### config.mk
export PLATFORM = sky130hd
export DESIGN_NAME = l2_cache_array
export DESIGN_NICKNAME = d
export VERILOG_FILES = /design/src/rtl/lc3b_types.sv /design/src/rtl/l2_plru.sv /design/src/rtl/l2_cache_array.sv
export SDC_FILE = /design/constraint.sdc
export NUM_CORES = 2
export LEC_CHECK = 0
export CAP_MARGIN = 20
export CORE_MARGIN = 2
export CORE_UTILIZATION = 28
export CTS_CLUSTER_SIZE = 20
export DETAILED_ROUTE_END_ITERATION = 10
export DONT_BUFFER_PORTS = 1
export PLACE_DENSITY = 0.43
export SLEW_MARGIN = 20
export SYNTH_ARGS = -nofsm -noshare
export SYNTH_HDL_FRONTEND = slang
export SYNTH_HIERARCHICAL = 1
export SYNTH_SLANG_ARGS = --single-unit
### constraint.sdc
create_clock -name clk -period 11.41 [get_ports clk]
set_input_delay 1.7115 -clock clk [delete_from_list [all_inputs] [get_ports clk]]
set_output_delay 1.7115 -clock clk [all_outputs]
set_load 0.02 [all_outputs]
### src/rtl/lc3b_types.sv
// Shared types and default widths for the L2 cache array slice.
package lc3b_types;

  localparam int DEF_TAG_W  = 9;
  localparam int DEF_LINE_W = 128;

  typedef enum logic [1:0] {
    WR_FILL   = 2'b00,
    WR_MODIFY = 2'b01,
    WR_INVAL  = 2'b10,
    WR_NOP    = 2'b11
  } wr_mode_e;

endpackage

### src/rtl/l2_plru.sv
// Tree pseudo-LRU update and victim selection for one lookup set and one write set.
module l2_plru #(
  parameter  int WAYS = 2,
  localparam int WW   = $clog2(WAYS),
  localparam int PW   = WAYS - 1
) (
  input  logic [PW-1:0]   rd_state,
  input  logic [WAYS-1:0] rd_valid,
  input  logic            rd_touch,
  input  logic [WW-1:0]   rd_way,
  input  logic            same_set,
  input  logic [PW-1:0]   wr_state,
  input  logic            wr_touch,
  input  logic [WW-1:0]   wr_way,
  output logic [PW-1:0]   rd_next,
  output logic [PW-1:0]   wr_next,
  output logic [WW-1:0]   victim
);

  logic [PW-1:0] rd_mid_s;
  logic [WW-1:0] plru_way_s;
  logic [WW-1:0] inv_way_s;

  // State bits point at the less-recently-used side; a touch points them away from the way.
  if (WAYS == 2) begin : g_two
    assign rd_mid_s   = rd_touch ? ~rd_way : rd_state;
    assign rd_next    = (wr_touch && same_set) ? ~wr_way : rd_mid_s;
    assign wr_next    = wr_touch ? ~wr_way : wr_state;
    assign plru_way_s = rd_state;
  end else begin : g_four
    function automatic logic [2:0] touch(input logic [2:0] s, input logic [1:0] w);
      logic [2:0] r;
      r    = s;
      r[0] = ~w[1];
      if (w[1]) begin
        r[2] = ~w[0];
      end else begin
        r[1] = ~w[0];
      end
      return r;
    endfunction

    assign rd_mid_s   = rd_touch ? touch(rd_state, rd_way) : rd_state;
    assign rd_next    = (wr_touch && same_set) ? touch(rd_mid_s, wr_way) : rd_mid_s;
    assign wr_next    = wr_touch ? touch(wr_state, wr_way) : wr_state;
    assign plru_way_s = rd_state[0] ? {1'b1, rd_state[2]} : {1'b0, rd_state[1]};
  end

  // Scan from the top so the lowest-numbered invalid way wins.
  always_comb begin
    inv_way_s = '0;
    for (int w = WAYS - 1; w >= 0; w--) begin
      inv_way_s = rd_valid[w] ? inv_way_s : WW'(w);
    end
  end

  assign victim = (&rd_valid) ? plru_way_s : inv_way_s;

endmodule

### src/rtl/l2_cache_array.sv
// Set-associative L2 tag/data array with registered lookup, victim reporting and PLRU replacement.
module l2_cache_array
  import lc3b_types::*;
#(
  parameter  int WAYS   = 2,
  parameter  int SETS   = 8,
  parameter  int TAG_W  = DEF_TAG_W,
  parameter  int LINE_W = DEF_LINE_W,
  localparam int IW     = $clog2(SETS),
  localparam int WW     = $clog2(WAYS)
) (
  input  logic              clk,
  input  logic              rst,
  input  logic              rd_en,
  input  logic [IW-1:0]     rd_index,
  input  logic [TAG_W-1:0]  rd_tag,
  output logic              rd_done,
  output logic              hit,
  output logic [WW-1:0]     hit_way,
  output logic [LINE_W-1:0] hit_data,
  output logic [WW-1:0]     vic_way,
  output logic              vic_valid,
  output logic              vic_dirty,
  output logic [TAG_W-1:0]  vic_tag,
  output logic [LINE_W-1:0] vic_data,
  input  logic              wr_en,
  input  logic [1:0]        wr_mode,
  input  logic [IW-1:0]     wr_index,
  input  logic [WW-1:0]     wr_way,
  input  logic [TAG_W-1:0]  wr_tag,
  input  logic [LINE_W-1:0] wr_data
);

  localparam int PW = WAYS - 1;

  logic [WAYS-1:0]   valid_r [SETS];
  logic [WAYS-1:0]   dirty_r [SETS];
  logic [PW-1:0]     plru_r  [SETS];
  logic [TAG_W-1:0]  tag_r   [WAYS][SETS];
  logic [LINE_W-1:0] line_r  [WAYS][SETS];

  logic [WAYS-1:0]   match_s;
  logic              hit_s;
  logic [WW-1:0]     hit_way_s;
  logic [LINE_W-1:0] hit_data_s;
  logic [WW-1:0]     victim_s;
  logic              wr_touch_s;
  logic              same_set_s;
  logic [PW-1:0]     plru_rd_next_s;
  logic [PW-1:0]     plru_wr_next_s;

  // Tag compare against the pre-write contents of the lookup set.
  always_comb begin
    match_s = '0;
    for (int w = 0; w < WAYS; w++) begin
      match_s[w] = valid_r[rd_index][w] && (tag_r[w][rd_index] == rd_tag);
    end
  end

  assign hit_s = $onehot(match_s);

  // OR-reduce over ways; the hit gate below zeroes the result on miss or multi-match.
  always_comb begin
    hit_way_s  = '0;
    hit_data_s = '0;
    for (int w = 0; w < WAYS; w++) begin
      hit_way_s  = hit_way_s  | (match_s[w] ? WW'(w) : '0);
      hit_data_s = hit_data_s | (match_s[w] ? line_r[w][rd_index] : '0);
    end
  end

  assign wr_touch_s = wr_en && ((wr_mode == WR_FILL) || (wr_mode == WR_MODIFY));
  assign same_set_s = (rd_index == wr_index);

  l2_plru #(.WAYS(WAYS)) u_plru (
    .rd_state (plru_r[rd_index]),
    .rd_valid (valid_r[rd_index]),
    .rd_touch (hit_s),
    .rd_way   (hit_way_s),
    .same_set (same_set_s),
    .wr_state (plru_r[wr_index]),
    .wr_touch (wr_touch_s),
    .wr_way   (wr_way),
    .rd_next  (plru_rd_next_s),
    .wr_next  (plru_wr_next_s),
    .victim   (victim_s)
  );

  // Valid/dirty/PLRU state; a same-set write is folded into the lookup's PLRU result.
  always_ff @(posedge clk or posedge rst) begin
    if (rst) begin
      for (int s = 0; s < SETS; s++) begin
        valid_r[s] <= '0;
        dirty_r[s] <= '0;
        plru_r[s]  <= '0;
      end
    end else begin
      if (wr_en) begin
        case (wr_mode_e'(wr_mode))
          WR_FILL: begin
            valid_r[wr_index][wr_way] <= 1'b1;
            dirty_r[wr_index][wr_way] <= 1'b0;
          end
          WR_MODIFY: begin
            valid_r[wr_index][wr_way] <= 1'b1;
            dirty_r[wr_index][wr_way] <= 1'b1;
          end
          WR_INVAL: begin
            valid_r[wr_index][wr_way] <= 1'b0;
            dirty_r[wr_index][wr_way] <= 1'b0;
          end
          WR_NOP: begin
          end
          default: begin
          end
        endcase
      end
      if (rd_en) begin
        plru_r[rd_index] <= plru_rd_next_s;
      end
      if (wr_touch_s && !(rd_en && same_set_s)) begin
        plru_r[wr_index] <= plru_wr_next_s;
      end
    end
  end

  // Tag and line storage survive reset; they are only meaningful behind a valid bit.
  always_ff @(posedge clk) begin
    if (wr_touch_s) begin
      tag_r[wr_way][wr_index]  <= wr_tag;
      line_r[wr_way][wr_index] <= wr_data;
    end
  end

  // Lookup result registers hold between requests.
  always_ff @(posedge clk or posedge rst) begin
    if (rst) begin
      rd_done   <= 1'b0;
      hit       <= 1'b0;
      hit_way   <= '0;
      hit_data  <= '0;
      vic_way   <= '0;
      vic_valid <= 1'b0;
      vic_dirty <= 1'b0;
      vic_tag   <= '0;
      vic_data  <= '0;
    end else if (rd_en) begin
      rd_done   <= 1'b1;
      hit       <= hit_s;
      hit_way   <= hit_s ? hit_way_s : '0;
      hit_data  <= hit_s ? hit_data_s : '0;
      vic_way   <= victim_s;
      vic_valid <= valid_r[rd_index][victim_s];
      vic_dirty <= dirty_r[rd_index][victim_s];
      vic_tag   <= tag_r[victim_s][rd_index];
      vic_data  <= line_r[victim_s][rd_index];
    end else begin
      rd_done   <= 1'b0;
    end
  end

endmodule

==> out/qor.csv <==
metric;value;unit
synthesized cell area;111000;um^2
Peak VDD IR;0.000123;V
worst r2r src;tag_r[1][12];
register bit total from synthesis;2503;
Buf/Inv on CP;5;
number of global-route vias before repair;71700;
top cell type's share of synthesized area;0.593;
full die area;402000;um^2
die width;634;um
average wire per standard cell;37.2;um
Post-synth EDFFs;2192;
maximum buffer depth of the clock tree;4;
worst hold path depth;1;
switch share;0.258;
Starting Density;0.281;
DRC violations left;0;
CP arrival;8510;ps
max-cap viol count;0;
Total GRT Usage;0.225;
Avg Cell Area, Syn;15.7;um^2
net count after synthesis;7231;
Tcrit/Tclk final;0.682;
leakage power;0.0418;uW
Crit path max-delay family;buffers and inverters;
Core ar.;395000;um^2
worst slew pin tran;1250;ps
power per cell area;178;nW/um^2
DP Worst Slack;3640;ps
Cells after Synth;7071;
Distinct cells, synth;74;
clk root buf;clkbuf_16;
DRT Pass-1 Iters;6;
CTS tree;yes;
DP HPWL;249;mm
CP max stage cell;buf_4;
flop-to-flop setup slack;6230;ps
setup TNS;0;ps
Num CTS Buffers;302;
largest net degree at the start of global routing;522;
# rows;231;
worst-path maximum fanout;124;
skew final;83.6;ps
drt total wl;464;mm
Max-slew headroom;0.165;
CP Class;in -> reg;
combinational power share;0.101;
Area Overhead vs Synth;14.6;%
HP Class;reg -> reg;
status;complete, no violations;
I/O Buffers;0;
synth cell count leaders;edfxtp_1 (2192), mux2i_1 (623), mux4_2 (493), nor2_1 (405), nand2_1 (366);
initial antenna violation count;23;
ys flop type;edfxtp_1;
cell with the most instances after synthesis;edfxtp_1;
nets@finish;7131;
fin. max-slew vios;0;
Post-CTS Repair Setup Buffers;0;
Hold Vio Cnt, Final;0;
vias after detailed routing;70500;
Antenna Nets Post-Route;0;
post-layout min period;7780;ps
post-cts resize count;0;
hold_buf cts;0;
latest clock arrival within the worst-skew pair;960;ps
Max Clock Freq;129;MHz
R2R Path End;hit_data[66];
area leader, netlist;edfxtp_1;
Congestion Overflow GR;0;
total clock sinks;2503;
GPL Wtd Cong;0.794;
max incr delay on CP;940;ps
Int Power;16800;uW
final worst slack;3630;ps
synth top area cells;edfxtp_1 (59%), mux4_2 (10%), dfrtp_1 (7.0%);
# fillers;38500;
multi-input gate area in the final layout;35200;um^2
Worst-path clk slew;50;ps
initial drt markers;7923;
Seq/Total Area, Yosys;0.663;
Setup Viol. Count Final;0;
YS warnings;6;
Setup crit start kind;primary input;
asr flop ratio synth;0.124;
Ports;430;
RSZ-0062 raised after global routing;no;
Switch Pwr;5850;uW
clock power share;0.434;
Die Y;634;um
share of cells above drive strength 1;0.197;
Reg area;73600;um^2
worst r2r path cells;14;
critical path cell sequence;buf_16 -> buf_16 -> and2_4 -> buf_4 -> a222oi_1 -> and3_1 -> or4_4 -> nor3_4 -> and2_1 -> ha_1 -> inv_1 -> nand2_4 -> buf_4 -> nor3_1 -> a32oi_1 -> o21ai_0;
first-pass GRT wire length;628;mm
Flop pwr share;0.465;
Critical Path Sink Type;register;
H-tree depth;5;
Via density;5.65;
CP Data Required Time;12140;ps
[logic make-up after synthesis]
kind of cell,after synthesis,synth area share
simple gates,1044,0.0402
fa+ha+maj,1,0.000113
mux,1349,0.180
xor+xnor,13,0.00103
compound gates,1567,0.0920
buf+inv,594,0.0241
flops,2503,0.663
[how the worst max path moves through the flow]
stage / from / to / slack [ps] / depth (start not counted)
floorplan: rst / asynchronous set/reset pin / 1100 / 1
global route: rd_index[2] / hit_data[106] / 3540 / 17
detailed placement: rd_index[0] / hit_data[69] / 3640 / 15
finish: rd_index[1] / hit_data[66] / 3630 / 16
CTS: rd_index[0] / hit_data[106] / 4610 / 15
global placement: rd_index[0] / hit_data[32] / 3650 / 15
[routing by layer]
layer,part of all wire,track usage,wire length (um),vias to the layer above
li1,-,-,-,28600
met5,0.000039,0,18,-
met1,0.41,0.295,191000,38000
met4,0.036,0.0760,16800,2
met2,0.47,0.365,217000,3241
met3,0.085,0.0541,39200,695
[registers in the layout, summed over array words and instances (netlist names), named ones only]
register	flops
tag_r	144
vic_tag	9
hit_data	128
line_r	2048
rd_done	1
vic_data	128
plru_r	8
vic_dirty	1
vic_valid	1
hit_way	1
hit	1
vic_way	1
[cells in the final DEF (no fill, tap or decap), types with 34 or more instances in the layout]
cell type	instances
clkinv_1	34
a2111oi_0	38
a221o_1	42
mux2_2	230
clkbuf_8	35
buf_4	143
mux4_2	493
dfrtp_1	311
mux2i_1	623
clkinv_2	41
o21ai_0	276
nand2_1	353
nor2_1	383
a32oi_1	87
a22oi_1	92
clkbuf_1	81
nor3_1	82
edfxtp_1	2192
a221oi_1	58
nand3_1	69
a31oi_1	54
o22ai_1	314
clkbuf_16	304
o221ai_1	38
a211oi_1	35
a21oi_1	345
[metrics by stage]
stage | power, uW | util | hold WS (ps) | cell area, um^2 | instances
finish | 22700 | 0.322 | 474 | 127000 | 12500
detailed placement | 12900 | 0.296 | 464 | 117000 | 11900
global route | 23400 | 0.322 | 500 | 127000 | 12500
global placement | 12900 | 0.296 | 458 | 117000 | 11900
CTS | 22800 | 0.321 | 475 | 127000 | 12500
floorplan | 12100 | - | 444 | 111000 | 7071
[power by group through the flow]
stage	clock network (uW)	logic, uW	registers (uW)
2_1_floorplan	0	1500	10600
3_3_place_gp	0	2190	10700
3_5_place_dp	0	2200	10700
4_1_cts	10000	2200	10600
5_1_grt	10400	2420	10600
6_report	9860	2290	10500
[area by class of cell]
type                            count  share of cell area
Timing Repair Buffer              175              0.0141
Antenna cell                        8            0.000157
Sequential cell                  2503               0.578
Clock inverter                    134              0.0130
Inverter                           15            0.000717
Clock buffer                      420              0.0659
Multi-Input combinational cell   3974               0.276
Tap cell                         5242              0.0515
Note: power is estimated with default switching activity, not from simulation.
